File: src/rtl/accel_pkg.sv
// Shared definitions for the accelerator control/status sequencer.
//   state_e      : job sequencer states
//   REG_*        : word indices of the register map
//   CTRL_*_BIT   : bit positions inside the CTRL word
//   STAT_*_BIT   : bit positions inside the STATUS word
//   VERSION_VALUE: value returned by the VERSION word
package accel_pkg;

    typedef enum logic [1:0] {
        ST_IDLE   = 2'd0,
        ST_LAUNCH = 2'd1,
        ST_RUN    = 2'd2,
        ST_DONE   = 2'd3
    } state_e;

    localparam logic [2:0] REG_CTRL    = 3'd0;
    localparam logic [2:0] REG_SRC     = 3'd1;
    localparam logic [2:0] REG_DST     = 3'd2;
    localparam logic [2:0] REG_LEN     = 3'd3;
    localparam logic [2:0] REG_STATUS  = 3'd4;
    localparam logic [2:0] REG_CYCLES  = 3'd5;
    localparam logic [2:0] REG_RSVD    = 3'd6;
    localparam logic [2:0] REG_VERSION = 3'd7;

    localparam int CTRL_START_BIT  = 0;
    localparam int CTRL_ABORT_BIT  = 1;
    localparam int CTRL_IRQ_EN_BIT = 2;

    localparam int STAT_BUSY_BIT    = 0;
    localparam int STAT_DONE_BIT    = 1;
    localparam int STAT_TIMEOUT_BIT = 2;
    localparam int STAT_ERROR_BIT   = 3;

    localparam int unsigned LEN_WIDTH = 16;

    localparam logic [31:0] VERSION_VALUE = 32'h0001_0000;

endpackage

File: src/rtl/accel_ctrl_seq.sv
// Control/status sequencer in front of the accelerator datapath.
// Decodes word accesses from the register bridge, launches one job
// (SRC, DST, LEN) and tracks it to completion, abort or timeout.
// Ports:
//   clk, rst_n                      clock, asynchronous active-low reset
//   reg_req_i/we_i/addr_i/wdata_i   register access request (zero-wait grant)
//   reg_gnt_o                       grant, equal to reg_req_i
//   reg_rvalid_o/rdata_o            response one cycle after every grant
//   core_start_o/core_abort_o       one-cycle launch / kill pulses
//   core_src_o/dst_o/len_o          job parameters, frozen from LAUNCH through RUN
//   core_done_i                     one-cycle completion pulse from the datapath
//   done_o, irq_o                   job-finished level and its gated interrupt
module accel_ctrl_seq
    import accel_pkg::*;
#(
    parameter int unsigned DATA_WIDTH     = 32,
    parameter int unsigned INT_ADDR_WIDTH = 20,
    parameter int unsigned CTRL_WORDS     = 4,
    parameter int unsigned STAT_WORDS     = 4,
    parameter int unsigned TIMEOUT_CYCLES = 65535
) (
    input  logic                      clk,
    input  logic                      rst_n,
    input  logic                      reg_req_i,
    input  logic                      reg_we_i,
    input  logic [2:0]                reg_addr_i,
    input  logic [DATA_WIDTH-1:0]     reg_wdata_i,
    output logic                      reg_gnt_o,
    output logic                      reg_rvalid_o,
    output logic [DATA_WIDTH-1:0]     reg_rdata_o,
    output logic                      core_start_o,
    output logic                      core_abort_o,
    output logic [INT_ADDR_WIDTH-1:0] core_src_o,
    output logic [INT_ADDR_WIDTH-1:0] core_dst_o,
    output logic [LEN_WIDTH-1:0]      core_len_o,
    input  logic                      core_done_i,
    output logic                      done_o,
    output logic                      irq_o
);

    localparam logic [DATA_WIDTH-1:0] TIMEOUT_LIMIT = DATA_WIDTH'(TIMEOUT_CYCLES);

    state_e                    state_reg, state_next;
    logic                      irq_en_reg, irq_en_next;
    logic [INT_ADDR_WIDTH-1:0] src_reg, src_next;
    logic [INT_ADDR_WIDTH-1:0] dst_reg, dst_next;
    logic [LEN_WIDTH-1:0]      len_reg, len_next;
    logic                      timeout_reg, timeout_next;
    logic                      error_reg, error_next;
    logic [DATA_WIDTH-1:0]     cycles_reg, cycles_next;
    logic [INT_ADDR_WIDTH-1:0] core_src_reg, core_src_next;
    logic [INT_ADDR_WIDTH-1:0] core_dst_reg, core_dst_next;
    logic [LEN_WIDTH-1:0]      core_len_reg, core_len_next;
    logic                      abort_pulse_reg, abort_pulse_next;
    logic                      rvalid_reg, rvalid_next;
    logic [DATA_WIDTH-1:0]     rdata_reg, rdata_next;

    logic                      wr_en, rd_en, busy;
    logic                      in_ctrl_space, in_stat_space;
    logic                      ctrl_wr, start_cmd, abort_cmd, done_clear;
    logic [DATA_WIDTH-1:0]     cycles_inc, status_word;

    // SRC is narrower than the bus; its upper write-data bits have no home.
    logic unused_wdata;
    assign unused_wdata = &{1'b0, reg_wdata_i[DATA_WIDTH-1:INT_ADDR_WIDTH]};

    assign wr_en         = reg_req_i & reg_we_i;
    assign rd_en         = reg_req_i & ~reg_we_i;
    assign in_ctrl_space = (32'(reg_addr_i) < CTRL_WORDS);
    assign in_stat_space = (32'(reg_addr_i) >= CTRL_WORDS) &&
                           (32'(reg_addr_i) < CTRL_WORDS + STAT_WORDS);
    assign busy          = (state_reg == ST_LAUNCH) || (state_reg == ST_RUN);
    assign ctrl_wr       = wr_en && in_ctrl_space && (reg_addr_i == REG_CTRL);
    // A write carrying both start and abort is treated as abort only.
    assign abort_cmd     = ctrl_wr & reg_wdata_i[CTRL_ABORT_BIT];
    assign start_cmd     = ctrl_wr & reg_wdata_i[CTRL_START_BIT] & ~reg_wdata_i[CTRL_ABORT_BIT];
    assign done_clear    = wr_en && in_stat_space && (reg_addr_i == REG_STATUS) &&
                           reg_wdata_i[STAT_DONE_BIT];
    assign cycles_inc    = (cycles_reg == '1) ? cycles_reg : cycles_reg + 1'b1;

    always_comb begin
        status_word                   = '0;
        status_word[STAT_BUSY_BIT]    = busy;
        status_word[STAT_DONE_BIT]    = (state_reg == ST_DONE);
        status_word[STAT_TIMEOUT_BIT] = timeout_reg;
        status_word[STAT_ERROR_BIT]   = error_reg;
    end

    always_comb begin
        state_next       = state_reg;
        irq_en_next      = irq_en_reg;
        src_next         = src_reg;
        dst_next         = dst_reg;
        len_next         = len_reg;
        timeout_next     = timeout_reg;
        error_next       = error_reg;
        cycles_next      = cycles_reg;
        core_src_next    = core_src_reg;
        core_dst_next    = core_dst_reg;
        core_len_next    = core_len_reg;
        abort_pulse_next = 1'b0;
        rvalid_next      = reg_req_i;
        rdata_next       = '0;

        // Register file writes; job parameters are locked while a job is live.
        if (ctrl_wr) begin
            irq_en_next = reg_wdata_i[CTRL_IRQ_EN_BIT];
        end
        if (wr_en && in_ctrl_space && !busy) begin
            case (reg_addr_i)
                REG_SRC: src_next = reg_wdata_i[INT_ADDR_WIDTH-1:0];
                REG_DST: dst_next = reg_wdata_i[INT_ADDR_WIDTH-1:0];
                REG_LEN: len_next = reg_wdata_i[LEN_WIDTH-1:0];
                default: ;
            endcase
        end

        // Read data is captured at grant and presented with rvalid.
        if (rd_en && (in_ctrl_space || in_stat_space)) begin
            case (reg_addr_i)
                REG_CTRL:    rdata_next[CTRL_IRQ_EN_BIT] = irq_en_reg;
                REG_SRC:     rdata_next = DATA_WIDTH'(src_reg);
                REG_DST:     rdata_next = DATA_WIDTH'(dst_reg);
                REG_LEN:     rdata_next = DATA_WIDTH'(len_reg);
                REG_STATUS:  rdata_next = status_word;
                REG_CYCLES:  rdata_next = cycles_reg;
                REG_VERSION: rdata_next = DATA_WIDTH'(VERSION_VALUE);
                default:     rdata_next = '0;
            endcase
        end

        case (state_reg)
            ST_IDLE: begin
                if (start_cmd) begin
                    timeout_next = 1'b0;
                    error_next   = 1'b0;
                    cycles_next  = '0;
                    if (len_reg != '0) begin
                        state_next    = ST_LAUNCH;
                        core_src_next = src_reg;
                        core_dst_next = dst_reg;
                        core_len_next = len_reg;
                    end else begin
                        state_next = ST_DONE;
                    end
                end
            end
            ST_LAUNCH: begin
                state_next = ST_RUN;
                if (start_cmd) error_next = 1'b1;
            end
            ST_RUN: begin
                cycles_next = cycles_inc;
                if (start_cmd) error_next = 1'b1;
                // Completion beats a coincident abort or timeout.
                if (core_done_i) begin
                    state_next = ST_DONE;
                end else if (abort_cmd) begin
                    state_next       = ST_IDLE;
                    abort_pulse_next = 1'b1;
                    error_next       = 1'b1;
                end else if ((TIMEOUT_CYCLES != 0) && (cycles_inc == TIMEOUT_LIMIT)) begin
                    // Leave in the cycle that completes the allowed RUN budget.
                    state_next       = ST_IDLE;
                    abort_pulse_next = 1'b1;
                    timeout_next     = 1'b1;
                    error_next       = 1'b1;
                end
            end
            ST_DONE: begin
                if (start_cmd) error_next = 1'b1;
                if (done_clear) state_next = ST_IDLE;
            end
            default: state_next = ST_IDLE;
        endcase
    end

    always_ff @(posedge clk or negedge rst_n) begin
        if (!rst_n) begin
            state_reg       <= ST_IDLE;
            irq_en_reg      <= 1'b0;
            src_reg         <= '0;
            dst_reg         <= '0;
            len_reg         <= '0;
            timeout_reg     <= 1'b0;
            error_reg       <= 1'b0;
            cycles_reg      <= '0;
            core_src_reg    <= '0;
            core_dst_reg    <= '0;
            core_len_reg    <= '0;
            abort_pulse_reg <= 1'b0;
            rvalid_reg      <= 1'b0;
            rdata_reg       <= '0;
        end else begin
            state_reg       <= state_next;
            irq_en_reg      <= irq_en_next;
            src_reg         <= src_next;
            dst_reg         <= dst_next;
            len_reg         <= len_next;
            timeout_reg     <= timeout_next;
            error_reg       <= error_next;
            cycles_reg      <= cycles_next;
            core_src_reg    <= core_src_next;
            core_dst_reg    <= core_dst_next;
            core_len_reg    <= core_len_next;
            abort_pulse_reg <= abort_pulse_next;
            rvalid_reg      <= rvalid_next;
            rdata_reg       <= rdata_next;
        end
    end

    assign reg_gnt_o    = reg_req_i;
    assign reg_rvalid_o = rvalid_reg;
    assign reg_rdata_o  = rdata_reg;
    assign core_start_o = (state_reg == ST_LAUNCH);
    assign core_abort_o = abort_pulse_reg;
    assign core_src_o   = core_src_reg;
    assign core_dst_o   = core_dst_reg;
    assign core_len_o   = core_len_reg;
    assign done_o       = (state_reg == ST_DONE);
    assign irq_o        = done_o & irq_en_reg;

endmodule

File: config.mk
export PLATFORM = sky130hd
export DESIGN_NAME = accel_ctrl_seq
export DESIGN_NICKNAME = d
export VERILOG_FILES = /design/src/rtl/accel_pkg.sv /design/src/rtl/accel_ctrl_seq.sv
export SDC_FILE = /design/constraint.sdc
export NUM_CORES = 1
export LEC_CHECK = 0
export CAP_MARGIN = 5
export CORE_UTILIZATION = 30
export DETAILED_ROUTE_END_ITERATION = 10
export GPL_ROUTABILITY_DRIVEN = 0
export PLACE_DENSITY = 0.56
export SLEW_MARGIN = 20
export SYNTH_ARGS = -nofsm -noshare
export SYNTH_HDL_FRONTEND = slang
export SYNTH_SLANG_ARGS = --single-unit
File: constraint.sdc
create_clock -name clk -period 3.7 [get_ports clk]
set_clock_uncertainty 0.15 [all_clocks]
set_input_delay 0.37 -clock clk [delete_from_list [all_inputs] [get_ports clk]]
set_output_delay 0.37 -clock clk [all_outputs]
set_load 0.02 [all_outputs]
# Word level (Yosys, flattened, before mapping)
# Index checks and enable logic that the tools add are counted.
[totals]
reg_bits = 183
inputBits = 40
output_inout_bits = 94
wordCells = 92
[classes]
add_sub_neg = 1
n_lt_le_gt_ge = 2
eq_ne = 17
mux = 28
bitwise = 8
reduce_logical = 22
[ops]
columns = ["operator", "n"]
rows = [
  ["29-bit one-hot mux with 6 select lines", 1],
  ["32-bit 2-to-1 mux", 3],
  ["32-bit one-hot mux with 2 select lines", 1],
  ["32-bit by 1-bit adder with 32-bit output (second input constant)", 1],
  ["32-bit by 16-bit equality test with 1-bit output (second input constant)", 1],
  ["32-bit equality test (second input constant)", 1],
  ["16-bit nonzero test", 1],
  ["1-bit 2-to-1 mux", 12],
  ["2-bit 2-to-1 mux", 6],
  ["2-bit one-hot mux with 5 select lines", 1],
  ["3-bit equality test (second input constant)", 3],
  ["2-bit one-hot mux with 4 select lines", 1],
  ["2-bit AND reduction", 4],
  ["1-bit logical AND", 7],
  ["1-bit bitwise AND", 6],
  ["3-bit by 2-bit equality test with 1-bit output (second input constant)", 2],
  ["2-bit != test (second input constant)", 3],
  ["1-bit one-hot mux with 6 select lines", 1],
  ["3-bit AND reduction", 2],
  ["5-bit AND reduction", 1],
  ["2-bit equality test (second input constant)", 2],
  ["2-bit by 1-bit != test with 1-bit output (second input constant)", 2],
  ["4-bit by 3-bit != test with 1-bit output (second input constant)", 1],
  ["3-bit by 1-bit equality test with 1-bit output (second input constant)", 1],
  ["other kinds (12)", 14],
]

# Depth between registers and ports, before layout
[logic_depth]
ltp_word = 10
depth_mapped = 10
depth_no_buf = 9

# Least setup slack after synthesis
# No wires, ideal clock.
[synth_timing]
kind = "reg2reg"
from = "register cycles_reg[0]"
to = "register state_reg[1]"
arrival_time_ns = 3.010
t_required_ns = 3.469
setup_slack_ns = 0.459
path_stages_with_launch = 11
n_path_buf = 1
synth_period_minus_slack_ns = 3.241
cell_sequence = "dfrtp_1 -> ha_1 -> nand4_4 -> or4_4 -> buf_6 -> nor4_4 -> o22ai_2 -> a2111oi_4 -> nand4_1 -> or4_1 -> o211ai_2"
[synth_via]
elab_chain_cells = 5
elab_cells_between_ends = 6
[synth_rtl]
columns = ["item", "line", "rtl"]
rows = [
  ["start, declared", "accel_ctrl_seq.sv:50", "logic [DATA_WIDTH-1:0] cycles_reg, cycles_next;"],
  ["start signal, assigned", "accel_ctrl_seq.sv:202", "cycles_reg <= cycles_next;"],
  ["32-bit by 1-bit adder with 32-bit output or 32-bit equality test (tied branches)", "accel_ctrl_seq.sv:79", "assign cycles_inc = (cycles_reg == '1) ? cycles_reg : cycles_reg + 1'b1;"],
  ["32-bit 2-to-1 mux (*)", "accel_ctrl_seq.sv:79", ""],
  ["32-bit by 16-bit equality test with 1-bit output (*)", "accel_ctrl_seq.sv:162", "end else if ((TIMEOUT_CYCLES != 0) && (cycles_inc == TIMEOUT_LIMIT)) begin"],
  ["4-bit by 3-bit != test with 1-bit output (no line) (*)", "-", ""],
  ["3-bit AND reduction (no line) (*)", "-", ""],
  ["end signal, assigned", "accel_ctrl_seq.sv:195", "state_reg <= state_next;"],
  ["end, declared", "accel_ctrl_seq.sv:43", "state_e state_reg, state_next;"],
]
# Mark *: on every way between the ends. The rest lies on a longest branch, timed or not.
# A chain may end at the register's enable or synchronous reset.

# Worst setup path in the final report
[layout_timing]
from = "register cycles_reg[1]"
to = "register state_reg[1]"
# Same word-level chain as after synthesis.

==> metrics <==
Mapped Area 8615 um^2; register share of total power 46.6%; P_int 0.003956 W; CP cell instances ha_2 -> nand4_4 -> or4_4 -> nor4_4 -> o22ai_2 -> a2111oi_4 -> nand4_1 -> or4_1 -> o211ai_2; total CTS buffers 17; CP Capture Type register; P_leak 4.669 nW; hpwl dp 16.70 mm; H-tree levels 4; largest net degree at the start of global routing 86; max frequency 289.1 MHz; combinational fraction of design power 22.8%; CTS max path bufs 2; status completed; Clk pwr share 30.6%; clk sink count 183; pwr/cell area 533.9 nW/um^2; Syn Nets 801; max incr delay on CP 0.63 ns; busiest grt layer met2; Cell variety after synth 71; antenna violations before repair 0; clock slew seen by the registers of the worst setup and hold paths 0.08 ns; Core Area 28010 um^2; Post-synth EDFFs 0; Top Ports 134; critical path peak fanout 6; drt initial violations 505; max capacitance violation total 0; met2 Use GR 26.35%; RSZ-0062 raised after global routing no; vias in the first global route 6567; Hold Vio Cnt, Final 0; DIE AREA 29400 um^2; critical path data arrival time 3.67 ns; CP max-delay cell or4_4; CP startpoint kind register; share of flip-flops with an asynchronous set or reset 100.0%; fillers 2726; number of port buffers 121; #FFs+latches synth 183; GR Util met1 23.81%; first-pass GRT wire length 37.60 mm; Max-slew headroom 56.69%; Diodes inserted 0; Slew Viols, Final 0; crit path kind register to register; Initial Util 30.75%; met3 Use GR 2.738%; reg2reg start cycles_reg[1]$_DFFE_PN0P_; Layout area overhead 27.97%; root buffer cell clkbuf_16; Synth Area per Inst 11.41 um^2; latest clock arrival within the worst-skew pair 0.44 ns; Die Span X 171.5 um; drt first pass iters 6; Seq/Total Area, Yosys 53.16%; Nets 925; setup TNS 0 ns; HP Class primary input to asynchronous set/reset pin; WL per Instance 18.63 um; Die H 171.5 um; Slew @ Worst Pin 0.6472 ns; Final ANT Viol Nets 0; Sw Pwr 0.001930 W; most common cell after layout, fill and taps aside dfrtp_1; YS warnings 0; Routed WL 23.64 mm; minimum clock period after layout 3.459 ns; sw frac 32.79%; GRT Util Overall 16.76%; CTS tree done; fin crit share 93.49%; post-layout util 39.36%; peak supply drop 0.0003187 V; commonest cells after routing, fill and taps aside 183 x dfrtp_1, 120 x clkdlybuf4s50_1, 115 x mux2_2, 50 x nor2_1, 45 x nand2_1; Rows 61; Syn Inst Count 755; Crit path required time 3.91 ns; Via density 5.226; share of layout cells above drive strength 1 23.12%; Main synth FF type dfrtp_1; total grt overflow 0; Critical Path Start cycles_reg[1]$_DFFE_PN0P_; residual DRC count 0; Final Setup Violations 0; via count 6632
[critical path, delay by kind of cell, from the launching register on]
kind                     cells  cell delay, ns
flip-flops                   1            0.45
AND/OR/NAND/NOR              5            1.92
adder cells (fa/ha/maj)      1            0.30
AO/OA/AOI/OAI                3            0.57
[cell type report]
type                    instances  area (um^2)  share of cell area (%)
flip-flops and latches        183         4579                   41.54
multi-input cells             513         3831                   34.75
repair buffers                156         1530                   13.88
well taps                     378        473.0                   4.290
clock buffers                  17        425.4                   3.859
clock inverters                14        155.1                   1.407
inverters                       8        30.03                  0.2724
[cell families (layout without fill, tap and decap cells)]
group,Yosys count,after routing,share of synthesized area (%)
simple gates,235,235,14.95
flops,183,183,53.16
compound gates,148,148,11.95
mux,122,122,15.99
buf+inv,59,195,2.876
fa+ha+maj,6,6,0.8714
xor+xnor,2,2,0.2034
[power by group through the flow]
stage               logic, W  registers (W)  clock network, W
floorplan           0.000805        0.00272                 0
CTS                  0.00135        0.00274           0.00186
detailed placement   0.00135        0.00277                 0
finish               0.00134        0.00274           0.00180
global placement     0.00133        0.00277                 0
global route         0.00148        0.00280           0.00193
[metal layers]
metal | vias to the layer above | share of wire [%] | routed length, um
met5 | - | 0 | 0
met4 | 0 | 1.1 | 249
met3 | 20 | 4.8 | 1127
met2 | 187 | 46 | 10950
met1 | 3354 | 48 | 11310
li1 | 3071 | - | -
[worst paths after layout]
kind	end	slack, ns	cells past startpoint
setup / recovery	state_reg[1]$_DFFE_PN0P_	0.24	9
hold / removal	reg_rdata_o[31]$_DFF_PN0_	0.34	2
setup reg to reg	state_reg[1]$_DFFE_PN0P_	0.24	9
hold reg to reg	core_src_o[17]$_DFFE_PN0P_	0.36	1
max in group asynchronous	cycles_reg[24]$_DFFE_PN0P_	2.14	3
min in group clk	core_src_o[17]$_DFFE_PN0P_	0.36	1
[synth_stat cells, types with 2 or more instances]
master	instances	area, um^2
a211oi_1	3	22.52
a21o_1	3	22.52
a21oi_1	25	125.1
a221oi_1	2	17.52
a222oi_1	12	120.1
a22o_1	11	96.34
a22oi_1	6	45.04
a311o_1	2	20.02
a31oi_1	6	37.54
and2_1	16	100.1
and3_1	7	43.79
and4_1	5	43.79
buf_1	2	7.510
buf_2	6	30.03
buf_4	3	22.52
clkbuf_1	39	146.4
dfrtp_1	183	4579
ha_1	6	75.07
inv_1	8	30.03
mux2_2	115	1295
mux2i_1	6	60.06
nand2_1	46	172.7
nand2b_1	3	18.77
nand3_1	29	145.1
nand3b_1	3	22.52
nand4_1	19	118.9
nor2_1	50	187.7
nor2b_1	3	18.77
nor3_1	16	80.08
nor3_2	2	20.02
nor3b_1	5	37.54
nor4_1	8	50.05
nor4b_1	2	17.52
o211ai_1	5	37.54
o21ai_0	44	220.2
o22ai_1	2	12.51
o31ai_1	9	67.56
or3_1	8	50.05
or4_1	3	22.52
[per-stage QoR]
stage | instance area (um^2) | power [W] | hold WS (ns) | cells | setup WS (ns)
finish | 11020 | 0.005886 | 0.3385 | 1269 | 0.2408
global route | 11020 | 0.006210 | 0.3669 | 1269 | 0.05969
detailed placement | 10430 | 0.004121 | 0.2565 | 1237 | 0.2336
global placement | 10430 | 0.004099 | 0.2574 | 1237 | 0.2888
floorplan | 8615 | 0.003526 | -0.07559 | 755 | 0.4593
CTS | 11020 | 0.005947 | 0.3487 | 1269 | 0.2236
[repair_timing]
item	4_1_cts	5_1_grt
gates resized for setup	0	1
setup buffers	0	0
endpoints found under the hold margin	61	0
setup endpoints to repair	0	1
hold buffers	1	0
No activity file was read; power rests on OpenSTA's default activity.
